===== src/rtl/hc112_tester.sv =====
// rtl/hc112_tester.sv - self-checking stimulus and checker for a dual JK flip-flop (HC112)
module hc112_tester #(
    parameter int         STEPS  = 64,
    parameter int         SETTLE = 2,
    parameter logic [7:0] SEED   = 8'hA5
) (
    input  logic       clk,
    input  logic       rst_n,
    input  logic       start,
    input  logic       q1,
    input  logic       q1_n,
    input  logic       q2,
    input  logic       q2_n,
    output logic       s1,
    output logic       s2,
    output logic       r1,
    output logic       r2,
    output logic       j1,
    output logic       k1,
    output logic       j2,
    output logic       k2,
    output logic       clk1,
    output logic       clk2,
    output logic       busy,
    output logic       done,
    output logic       pass,
    output logic [7:0] err_cnt,
    output logic [7:0] fail_step
);

    // Settle counter runs 0..SETTLE-1 in each wait state.
    localparam int            CW        = (SETTLE > 1) ? $clog2(SETTLE) : 1;
    localparam logic [CW-1:0] CNT_LAST  = CW'(SETTLE - 1);
    localparam logic [7:0]    STEP_LAST = 8'(STEPS - 1);

    typedef enum logic [2:0] {
        ST_IDLE,
        ST_DRIVE,
        ST_WAIT_H,
        ST_FALL,
        ST_WAIT_L,
        ST_CHECK
    } state_t;

    state_t        state_q, state_d;
    logic [CW-1:0] cnt_q, cnt_d;
    logic [7:0]    step_q, step_d;
    logic [7:0]    lfsr_q, lfsr_d;
    logic          e1_q, e1_d;
    logic          e2_q, e2_d;
    logic          fail_seen_q, fail_seen_d;
    logic          s1_q, s1_d;
    logic          s2_q, s2_d;
    logic          r1_q, r1_d;
    logic          r2_q, r2_d;
    logic          j1_q, j1_d;
    logic          k1_q, k1_d;
    logic          j2_q, j2_d;
    logic          k2_q, k2_d;
    logic          dut_clk_q, dut_clk_d;
    logic          busy_q, busy_d;
    logic          done_q, done_d;
    logic          pass_q, pass_d;
    logic [7:0]    err_q, err_d;
    logic [7:0]    fs_q, fs_d;

    logic [7:0]    lfsr_next;
    logic          vec_s1, vec_s2, vec_r1, vec_r2;
    logic          vec_j1, vec_k1, vec_j2, vec_k2;
    logic          mis1, mis2;
    logic [8:0]    err_sum;

    // Expected flip-flop state after a falling clock with the given J/K.
    function automatic logic jk_next(input logic e, input logic j, input logic k);
        case ({j, k})
            2'b01:   jk_next = 1'b0;
            2'b10:   jk_next = 1'b1;
            2'b11:   jk_next = ~e;
            default: jk_next = e;
        endcase
    endfunction

    // Fibonacci LFSR x^8+x^6+x^5+x^4+1 advance.
    always_comb begin
        lfsr_next = {lfsr_q[6:0], lfsr_q[7] ^ lfsr_q[5] ^ lfsr_q[4] ^ lfsr_q[3]};
    end

    // Vector for the current step: two fixed init steps, then LFSR-derived.
    always_comb begin
        vec_s1 = 1'b1;
        vec_s2 = 1'b1;
        vec_r1 = 1'b1;
        vec_r2 = 1'b1;
        vec_j1 = 1'b0;
        vec_k1 = 1'b0;
        vec_j2 = 1'b0;
        vec_k2 = 1'b0;
        if (step_q == 8'd0) begin
            vec_r1 = 1'b0;
            vec_r2 = 1'b0;
        end else if (step_q == 8'd1) begin
            vec_s1 = 1'b0;
            vec_s2 = 1'b0;
        end else begin
            vec_j1 = lfsr_q[0];
            vec_k1 = lfsr_q[1];
            vec_j2 = lfsr_q[2];
            vec_k2 = lfsr_q[3];
            vec_s1 = (lfsr_q[7:5] != 3'd0);
            vec_r1 = (lfsr_q[7:5] != 3'd1);
            vec_s2 = (lfsr_q[4:2] != 3'd0);
            vec_r2 = (lfsr_q[4:2] != 3'd1);
        end
    end

    // Per-channel mismatch against the expected bits and saturating error sum.
    always_comb begin
        mis1    = (q1 != e1_q) || (q1_n != ~e1_q);
        mis2    = (q2 != e2_q) || (q2_n != ~e2_q);
        err_sum = 9'(err_q) + 9'(mis1) + 9'(mis2);
    end

    // Sequencer: next-state and registered pin/status values.
    always_comb begin
        state_d     = state_q;
        cnt_d       = cnt_q;
        step_d      = step_q;
        lfsr_d      = lfsr_q;
        e1_d        = e1_q;
        e2_d        = e2_q;
        fail_seen_d = fail_seen_q;
        s1_d        = s1_q;
        s2_d        = s2_q;
        r1_d        = r1_q;
        r2_d        = r2_q;
        j1_d        = j1_q;
        k1_d        = k1_q;
        j2_d        = j2_q;
        k2_d        = k2_q;
        dut_clk_d   = dut_clk_q;
        busy_d      = busy_q;
        done_d      = done_q;
        pass_d      = pass_q;
        err_d       = err_q;
        fs_d        = fs_q;
        case (state_q)
            ST_IDLE: begin
                if (start) begin
                    state_d     = ST_DRIVE;
                    busy_d      = 1'b1;
                    done_d      = 1'b0;
                    pass_d      = 1'b0;
                    err_d       = 8'd0;
                    fs_d        = 8'd0;
                    fail_seen_d = 1'b0;
                    lfsr_d      = SEED;
                    step_d      = 8'd0;
                end
            end
            ST_DRIVE: begin
                s1_d   = vec_s1;
                s2_d   = vec_s2;
                r1_d   = vec_r1;
                r2_d   = vec_r2;
                j1_d   = vec_j1;
                k1_d   = vec_k1;
                j2_d   = vec_j2;
                k2_d   = vec_k2;
                // Preset dominates clear; with both inactive the state holds.
                e1_d   = !vec_s1 ? 1'b1 : (!vec_r1 ? 1'b0 : e1_q);
                e2_d   = !vec_s2 ? 1'b1 : (!vec_r2 ? 1'b0 : e2_q);
                lfsr_d = lfsr_next;
                cnt_d  = '0;
                state_d = ST_WAIT_H;
            end
            ST_WAIT_H: begin
                if (cnt_q == CNT_LAST) begin
                    cnt_d   = '0;
                    state_d = ST_FALL;
                end else begin
                    cnt_d = cnt_q + CW'(1);
                end
            end
            ST_FALL: begin
                dut_clk_d = 1'b0;
                if (s1_q && r1_q) e1_d = jk_next(e1_q, j1_q, k1_q);
                if (s2_q && r2_q) e2_d = jk_next(e2_q, j2_q, k2_q);
                state_d = ST_WAIT_L;
            end
            ST_WAIT_L: begin
                if (cnt_q == CNT_LAST) begin
                    cnt_d   = '0;
                    state_d = ST_CHECK;
                end else begin
                    cnt_d = cnt_q + CW'(1);
                end
            end
            ST_CHECK: begin
                dut_clk_d = 1'b1;
                err_d     = err_sum[8] ? 8'hFF : err_sum[7:0];
                if ((mis1 || mis2) && !fail_seen_q) begin
                    fs_d        = step_q;
                    fail_seen_d = 1'b1;
                end
                if (step_q == STEP_LAST) begin
                    state_d = ST_IDLE;
                    busy_d  = 1'b0;
                    done_d  = 1'b1;
                    pass_d  = (err_d == 8'd0);
                    s1_d    = 1'b1;
                    s2_d    = 1'b1;
                    r1_d    = 1'b1;
                    r2_d    = 1'b1;
                    j1_d    = 1'b0;
                    k1_d    = 1'b0;
                    j2_d    = 1'b0;
                    k2_d    = 1'b0;
                end else begin
                    step_d  = step_q + 8'd1;
                    state_d = ST_DRIVE;
                end
            end
            default: state_d = ST_IDLE;
        endcase
    end

    // State registers; reset aborts any run and parks the DUT pins.
    always_ff @(posedge clk or negedge rst_n) begin
        if (!rst_n) begin
            state_q     <= ST_IDLE;
            cnt_q       <= '0;
            step_q      <= 8'd0;
            lfsr_q      <= SEED;
            e1_q        <= 1'b0;
            e2_q        <= 1'b0;
            fail_seen_q <= 1'b0;
            s1_q        <= 1'b1;
            s2_q        <= 1'b1;
            r1_q        <= 1'b1;
            r2_q        <= 1'b1;
            j1_q        <= 1'b0;
            k1_q        <= 1'b0;
            j2_q        <= 1'b0;
            k2_q        <= 1'b0;
            dut_clk_q   <= 1'b1;
            busy_q      <= 1'b0;
            done_q      <= 1'b0;
            pass_q      <= 1'b0;
            err_q       <= 8'd0;
            fs_q        <= 8'd0;
        end else begin
            state_q     <= state_d;
            cnt_q       <= cnt_d;
            step_q      <= step_d;
            lfsr_q      <= lfsr_d;
            e1_q        <= e1_d;
            e2_q        <= e2_d;
            fail_seen_q <= fail_seen_d;
            s1_q        <= s1_d;
            s2_q        <= s2_d;
            r1_q        <= r1_d;
            r2_q        <= r2_d;
            j1_q        <= j1_d;
            k1_q        <= k1_d;
            j2_q        <= j2_d;
            k2_q        <= k2_d;
            dut_clk_q   <= dut_clk_d;
            busy_q      <= busy_d;
            done_q      <= done_d;
            pass_q      <= pass_d;
            err_q       <= err_d;
            fs_q        <= fs_d;
        end
    end

    assign s1        = s1_q;
    assign s2        = s2_q;
    assign r1        = r1_q;
    assign r2        = r2_q;
    assign j1        = j1_q;
    assign k1        = k1_q;
    assign j2        = j2_q;
    assign k2        = k2_q;
    assign clk1      = dut_clk_q;
    assign clk2      = dut_clk_q;
    assign busy      = busy_q;
    assign done      = done_q;
    assign pass      = pass_q;
    assign err_cnt   = err_q;
    assign fail_step = fs_q;

endmodule


===== config.mk =====
export PLATFORM = sky130hd
export DESIGN_NAME = hc112_tester
export DESIGN_NICKNAME = d
export VERILOG_FILES = /design/src/rtl/hc112_tester.sv
export SDC_FILE = /design/constraint.sdc
export NUM_CORES = 1
export LEC_CHECK = 0
export CORE_AREA = 2 2 87 64
export DETAILED_ROUTE_END_ITERATION = 8
export DIE_AREA = 0 0 89 66
export GPL_TIMING_DRIVEN = 0
export PLACE_DENSITY = 0.86
export SLEW_MARGIN = 40
export SYNTH_ARGS = -nofsm -noshare
export SYNTH_HDL_FRONTEND = slang
export SYNTH_SLANG_ARGS = --single-unit

===== constraint.sdc =====
create_clock -name clk -period 2.45 [get_ports clk]
set_input_delay 0.735 -clock clk [delete_from_list [all_inputs] [get_ports clk]]
set_output_delay 0.735 -clock clk [all_outputs]
set_load 0.01 [all_outputs]

# Yosys cells after proc, flatten, opt, wreduce, memory -nomap -nowiden

Cells that the tools add are included.
Widths: inputs -> output; s select.

Register bits: 51
Bits of input ports: 7
Output and inout bits: 29
Word-level logic and storage cells: 150

Add/subtract/negate cells: 4
Equality and inequality tests: 31
Muxes and demuxes: 61
Bitwise logic cells: 5
Reductions and logical operators: 28

Operators with widths:

| kind                | number |
|---|---|
| $pmux 8 s2          | 4 |
| $mux 8              | 5 |
| $pmux 1 s2          | 16 |
| $mux 1              | 30 |
| $pmux 3 s6          | 1 |
| $logic_not 8->1     | 2 |
| $ne 2x2->1 const B  | 8 |
| $reduce_and 3->1    | 4 |
| $reduce_bool 2->1   | 6 |
| $add 8x1->9         | 1 |
| $add 9x1->9         | 1 |
| $mux 3              | 3 |
| $add 8x1->8 const B | 1 |
| $eq 2x2->1 const B  | 4 |
| $eq 8x1->1 const B  | 1 |
| $eq 8x6->1 const B  | 1 |
| $reduce_and 4->1    | 2 |
| $eq 3x2->1 const B  | 2 |
| $eq 3x3->1 const B  | 2 |
| $ne 3x1->1 const B  | 2 |
| $ne 3x3->1 const B  | 2 |
| $pmux 1 s3          | 2 |
| $reduce_and 2->1    | 3 |
| $reduce_bool 3->1   | 2 |
| other kinds (13)    | 24 |

# Depth between registers and ports, before layout

Gate-level depths: netlist of run 1.

Depth in word-level cells: 9
Gate-level depth with buffers: 11
Gate-level depth less buffers: 10

# Worst setup path after synthesis of run 1

OpenSTA, ideal clock, no wires.

Path type: input -> register
Start: input port q2
End: register err_q[2], in the netlist err_cnt[2]
Library setup time: 0.099 ns
Data arrival time: 2.367 ns
Required time: 2.351 ns
Slack: -0.016 ns
Cell stages on the path: 10
Path buffers: 1
Path through: nor2_1 > nand2_1 > o21ai_0 > fa_1 > inv_1 > ha_1 > clkbuf_1 > and3_1 > a31oi_1 > a311oi_1

Longest elaborated chain between the ends: 5

Ends and longest elaborated chain:

| what                   | RTL line | RTL |
|---|---|---|
| start: declaration     | 12       | `input logic q2,` |
| $ne 1x1->1             | 119      | `mis2 = (q2 != e2_q) \|\| (q2_n != ~e2_q);` |
| $logic_or 1x1->1       | 119      |  |
| $add 9x1->9            | 120      | `err_sum = 9'(err_q) + 9'(mis1) + 9'(mis2);` |
| $mux 8                 | 200      | `err_d = err_sum[8] ? 8'hFF : err_sum[7:0];` |
| $pmux 8 s2             | 146      | `case (state_q)` |
| end signal: assignment | 271      | `err_q <= err_d;` |
| end: declaration       | 64       | `logic [7:0] err_q, err_d;` |

Every way passes these cells.
A chain may end at the register's enable or synchronous reset.

# Worst setup path after layout of run 1

Start: input port q2_n
End: register err_q[2], in the netlist err_cnt[2]

Longest elaborated chain between the ends: 5

Ends and longest elaborated chain:

| what               | RTL line | RTL |
|---|---|---|
| start: declaration | 13       | `input logic q2_n,` |
| $ne 1x1->1         | 119      |  |
| $logic_or 1x1->1   | 119      |  |
| $add 9x1->9        | 120      |  |
| $mux 8             | 200      |  |
| $pmux 8 s2         | 146      |  |

Every way passes these cells.

==> results.txt, run 1 <==
----------------------------------------------------
[Critical path]
  Required @ worst endpoint ... 2670 ps
  Crit path arrival time ... between 2000 and 3000 ps
  Endpoint of the lowest-slack register-to-register path ... err_cnt[2]
  Worst Setup Path Type ... in -> reg
  Crit-path max FO ... 7
  Depth of the worst register-to-register path ... 10
  Timing endpoint of the critical path ... err_cnt[2]
  Startpoint types ... input port
  Crit path capture type ... register
  Start of the worst register-to-register path ... e2_q
  Startpoint of the most critical setup path ... q2_n
  Reg2reg setup slack ... 370 ps

[Placed design]
  Placement-stage cell area ... 3167 um^2
  HPWL reported at the end of detailed placement ... 4412 um
  Cell total after placement ... 383
  Port Buf Inserts ... 35
  Routability congestion estimate from global placement ... 0.8634

[Floorplanning]
  Site row count ... 22
  Die width ... 89 um
  Die span in y ... 66 um
  Initial core utilization ... a little over half
  Placeable core region ... 5065 um^2
  Die area ... about 6000 um^2
  IO Count ... 36

[Detailed routing]
  Number of vias per cell after detailed routing ... 5.773
  Violation count after the first detailed-routing iteration ... 185
  Antenna-violating nets left ... 0
  Count of TritonRoute iterations in the first routing pass ... 4
  Average detailed-routed wire length per instance ... approximately 16 um
  DRC violations left ... 0
  Overall via count from detail_route ... approximately 2,300
  Aggregate routed wire length ... 6479 um

[Synth]
  Average footprint of a synthesized cell ... 9.846 um^2
  Cell types occupying the most area after synthesis ... dfrtp_1 (39%), dfstp_2 (8.7%), ha_1 (3.7%)
  Combinational family with the most area after synthesis ... simple AND/OR/NAND/NOR gates
  Cell with the most instances after synthesis ... dfrtp_1
  Number of storage elements in the synthesis netlist ... 51
  Cell variety after synth ... 49
  Mapped Cells ... 275
  Share of synthesized cell area in full adder, half adder and majority cells ... under 10%
  Synthesized netlist net count ... 291
  Most used flip-flop cell after synthesis ... dfrtp_1
  Synthesized-area fraction occupied by xor and xnor cells ... ~3.2%
  Leading post-synthesis cells by instance count ... dfrtp_1 (42), nand2_1 (26), nor2_1 (22)
  Largest area contributor in the netlist ... dfrtp_1
  Total standard cell area after synthesis ... 2708 um^2
  Portion of netlist area occupied by mux cells ... between 4 and 5%
  Post-synthesis compound-gate area fraction ... 16.40%
  Yosys warns ... 0
  Async set-or-reset flop fraction in the synthesized netlist ... 100.0%
  Proportion of synthesized chip area in sequential cells ... 47.55%
  Basic-gate share of the synthesized area counting and, or, nand and nor cells ... approximately 19%
  Number of enable flip-flop cells after synthesis ... 0
  Top-area cell type share of the netlist area ... 38.82%

[STA]
  Final hold vios ... 0
  Fmax ... 0.4310 GHz
  Sum of negative setup slack ... 0 ps
  Finish-stage setup viols ... 0
  Worst slew margin relative to its limit ... 57.59%
  Max-slew violation count ... 0
  Min Tclk post-route ... 2320 ps
  Largest clock skew in the final design ... 3.036 ps
  Hold_ws ... 298.8 ps
  Share of the clock period used by the worst path ... 94.70%
  Measured slew at the worst slew-check pin ... 632.7 ps

[Layout]
  Layout-stage area growth over the synthesis result ... 24.08%
  Fraction of final layout cells with drive strength greater than 1 ... 15.74%
  Fillers ... 418
  Layout Cells excl Fill ... 396
  Post-route standard cell area excluding fillers ... about 3400 um^2
  Count of inserted antenna diode cells ... 0
  Final-stage net count ... 339

[Pwr]
  Pwr dens ... 1006 nW/um^2
  Max rail drop VDD ... 0.4192 mV
  Leakage power of the design ... 0.001487 uW

[Job]
  Total of max-cap violations ... 0

[Clock tree]
  Cell at the root of the clock tree ... clkbuf_8
  TritonCTS Buffers ... 5
  TritonCTS sink count ... 51
  Buffer depth of the longest clock path ... 2
  Insertion delay to the later sink of the worst-skew pair ... roughly 310 ps
  Post-CTS clock slew at the launch and capture registers of the worst setup and hold paths ... about 90 ps
  Hold buffer count at cts ... 0
  Number of levels the H-tree was split into ... 2
  CTS tree ... done

[Global routing]
  Largest net degree at the start of global routing ... 32
  First-pass GRT wire length ... roughly 11,000 um
  Vias in the first global route ... 2,255
  Antenna violations before repair ... 0
  GRT Resource Usage Total ... 24.38%
  Aggregate global routing overflow ... 0

[Hold path]
  Min-delay worst type ... in -> async

[Outcome]
  Outcome ... finished clean

----------------------------------------------------
-- critical path: stages --
cell and delay (ps):
dlygate4sd2_1 270, nand2_1 120, o21ai_4 90, fa_2 400
inv_2 60, ha_1 140, clkbuf_8 150, and3_4 210
a31oi_4 100, a311oi_2 260
-- layout make-up --
class                      count  area [um^2]  share of cell area [%]
buffer                        13        77.57                   2.309
clock buffer                   6        72.57                   2.160
clock inverter                 2        12.51                  0.3724
inverter                      18        67.56                   2.011
multi-input combinational    193         1348                   40.11
sequential                    51         1287                   38.32
tap                           72        90.09                   2.682
timing repair buffer          41        404.1                   12.03
-- metrics by stage --
stage | worst slack (ps) | total power (uW) | utilization (%)
after floorplan | 78.42 | 2290 | -
after global placement | -815.2 | 2718 | 62.18
after detailed placement | -690.9 | 2791 | 62.52
after CTS | 46.63 | 3333 | 65.46
after global routing | -7.460 | 3617 | 66.33
final | 129.9 | 3378 | 66.33
-- kinds of logic after synthesis --
logic type,after synthesis
flops,51
compound gates,65
buf+inv,31
xor+xnor,10
mux,11
simple gates,98
fa+ha+maj,9
-- how the worst min path moves through the flow --
stage                             end  slack (ps)  depth (start not counted)
after floorplan                  busy         440                          0
after global placement    fail_seen_q         460                          2
after detailed placement  fail_seen_q         480                          2
after CTS                  err_cnt[1]         310                          1
after global routing       err_cnt[1]         310                          1
final                      err_cnt[2]         300                          1
-- flip-flops by register name (all words and copies together), names as in the netlist, 3 cells and up --
| register | cells |
|---|---|
| step_q | 8 |
| err_cnt | 8 |
| fail_step | 8 |
| state_q | 3 |
| lfsr_q | 8 |
-- routing by layer --
layer,GRT usage [%],part of all wire (%)
met2,38.71,48
met5,0,0
met4,9.328,1.4
met3,5.868,5.9
met1,32.47,45
-- power breakdown --
part           switching (uW)  internal [uW]  total [uW]
sequential                223           1100        1320
combinational             837            728        1560
clock                     289            200         490
total                    1350           2030        3380
-- what timing repair did --
item / 4_1_cts / 5_1_grt
endpoints found under the hold margin: 0 / 0
endpoints found under the setup margin: 9 / 6
setup buffers: 3 / 2
resized for setup: 16 / 5
pin swaps: 6 / 5
-- layout by cell type (no fill, tap or decap), types with 4 or more instances in the layout --
cell type,synthesis,routed
dfrtp_1,42,42
clkdlybuf4s50_1,0,30
nand2_1,26,26
nor2_1,22,22
inv_1,18,17
o21ai_0,18,15
nand3_1,14,14
a21oi_1,10,10
mux2i_1,9,9
xnor2_1,9,9
dfstp_2,9,9
buf_4,2,8
ha_1,8,8
and3_1,8,7
clkbuf_1,7,7
clkbuf_8,0,6
a22o_1,6,6
o21a_1,5,5
a31oi_1,6,5
o22a_1,5,5
nor3_1,4,4
(Power assumes the default switching activity.)
==> run 2: changes to the inputs <==
--- a/config.mk
+++ b/config.mk
@@ -5,6 +5,7 @@
 export SDC_FILE = /design/constraint.sdc
 export NUM_CORES = 1
 export LEC_CHECK = 0
+export CAP_MARGIN = 20
 export CORE_AREA = 2 2 87 64
 export DETAILED_ROUTE_END_ITERATION = 8
 export DIE_AREA = 0 0 89 66
==> results of run 2 <==
Final layout, timing and power as in run 1 (identical DEF).
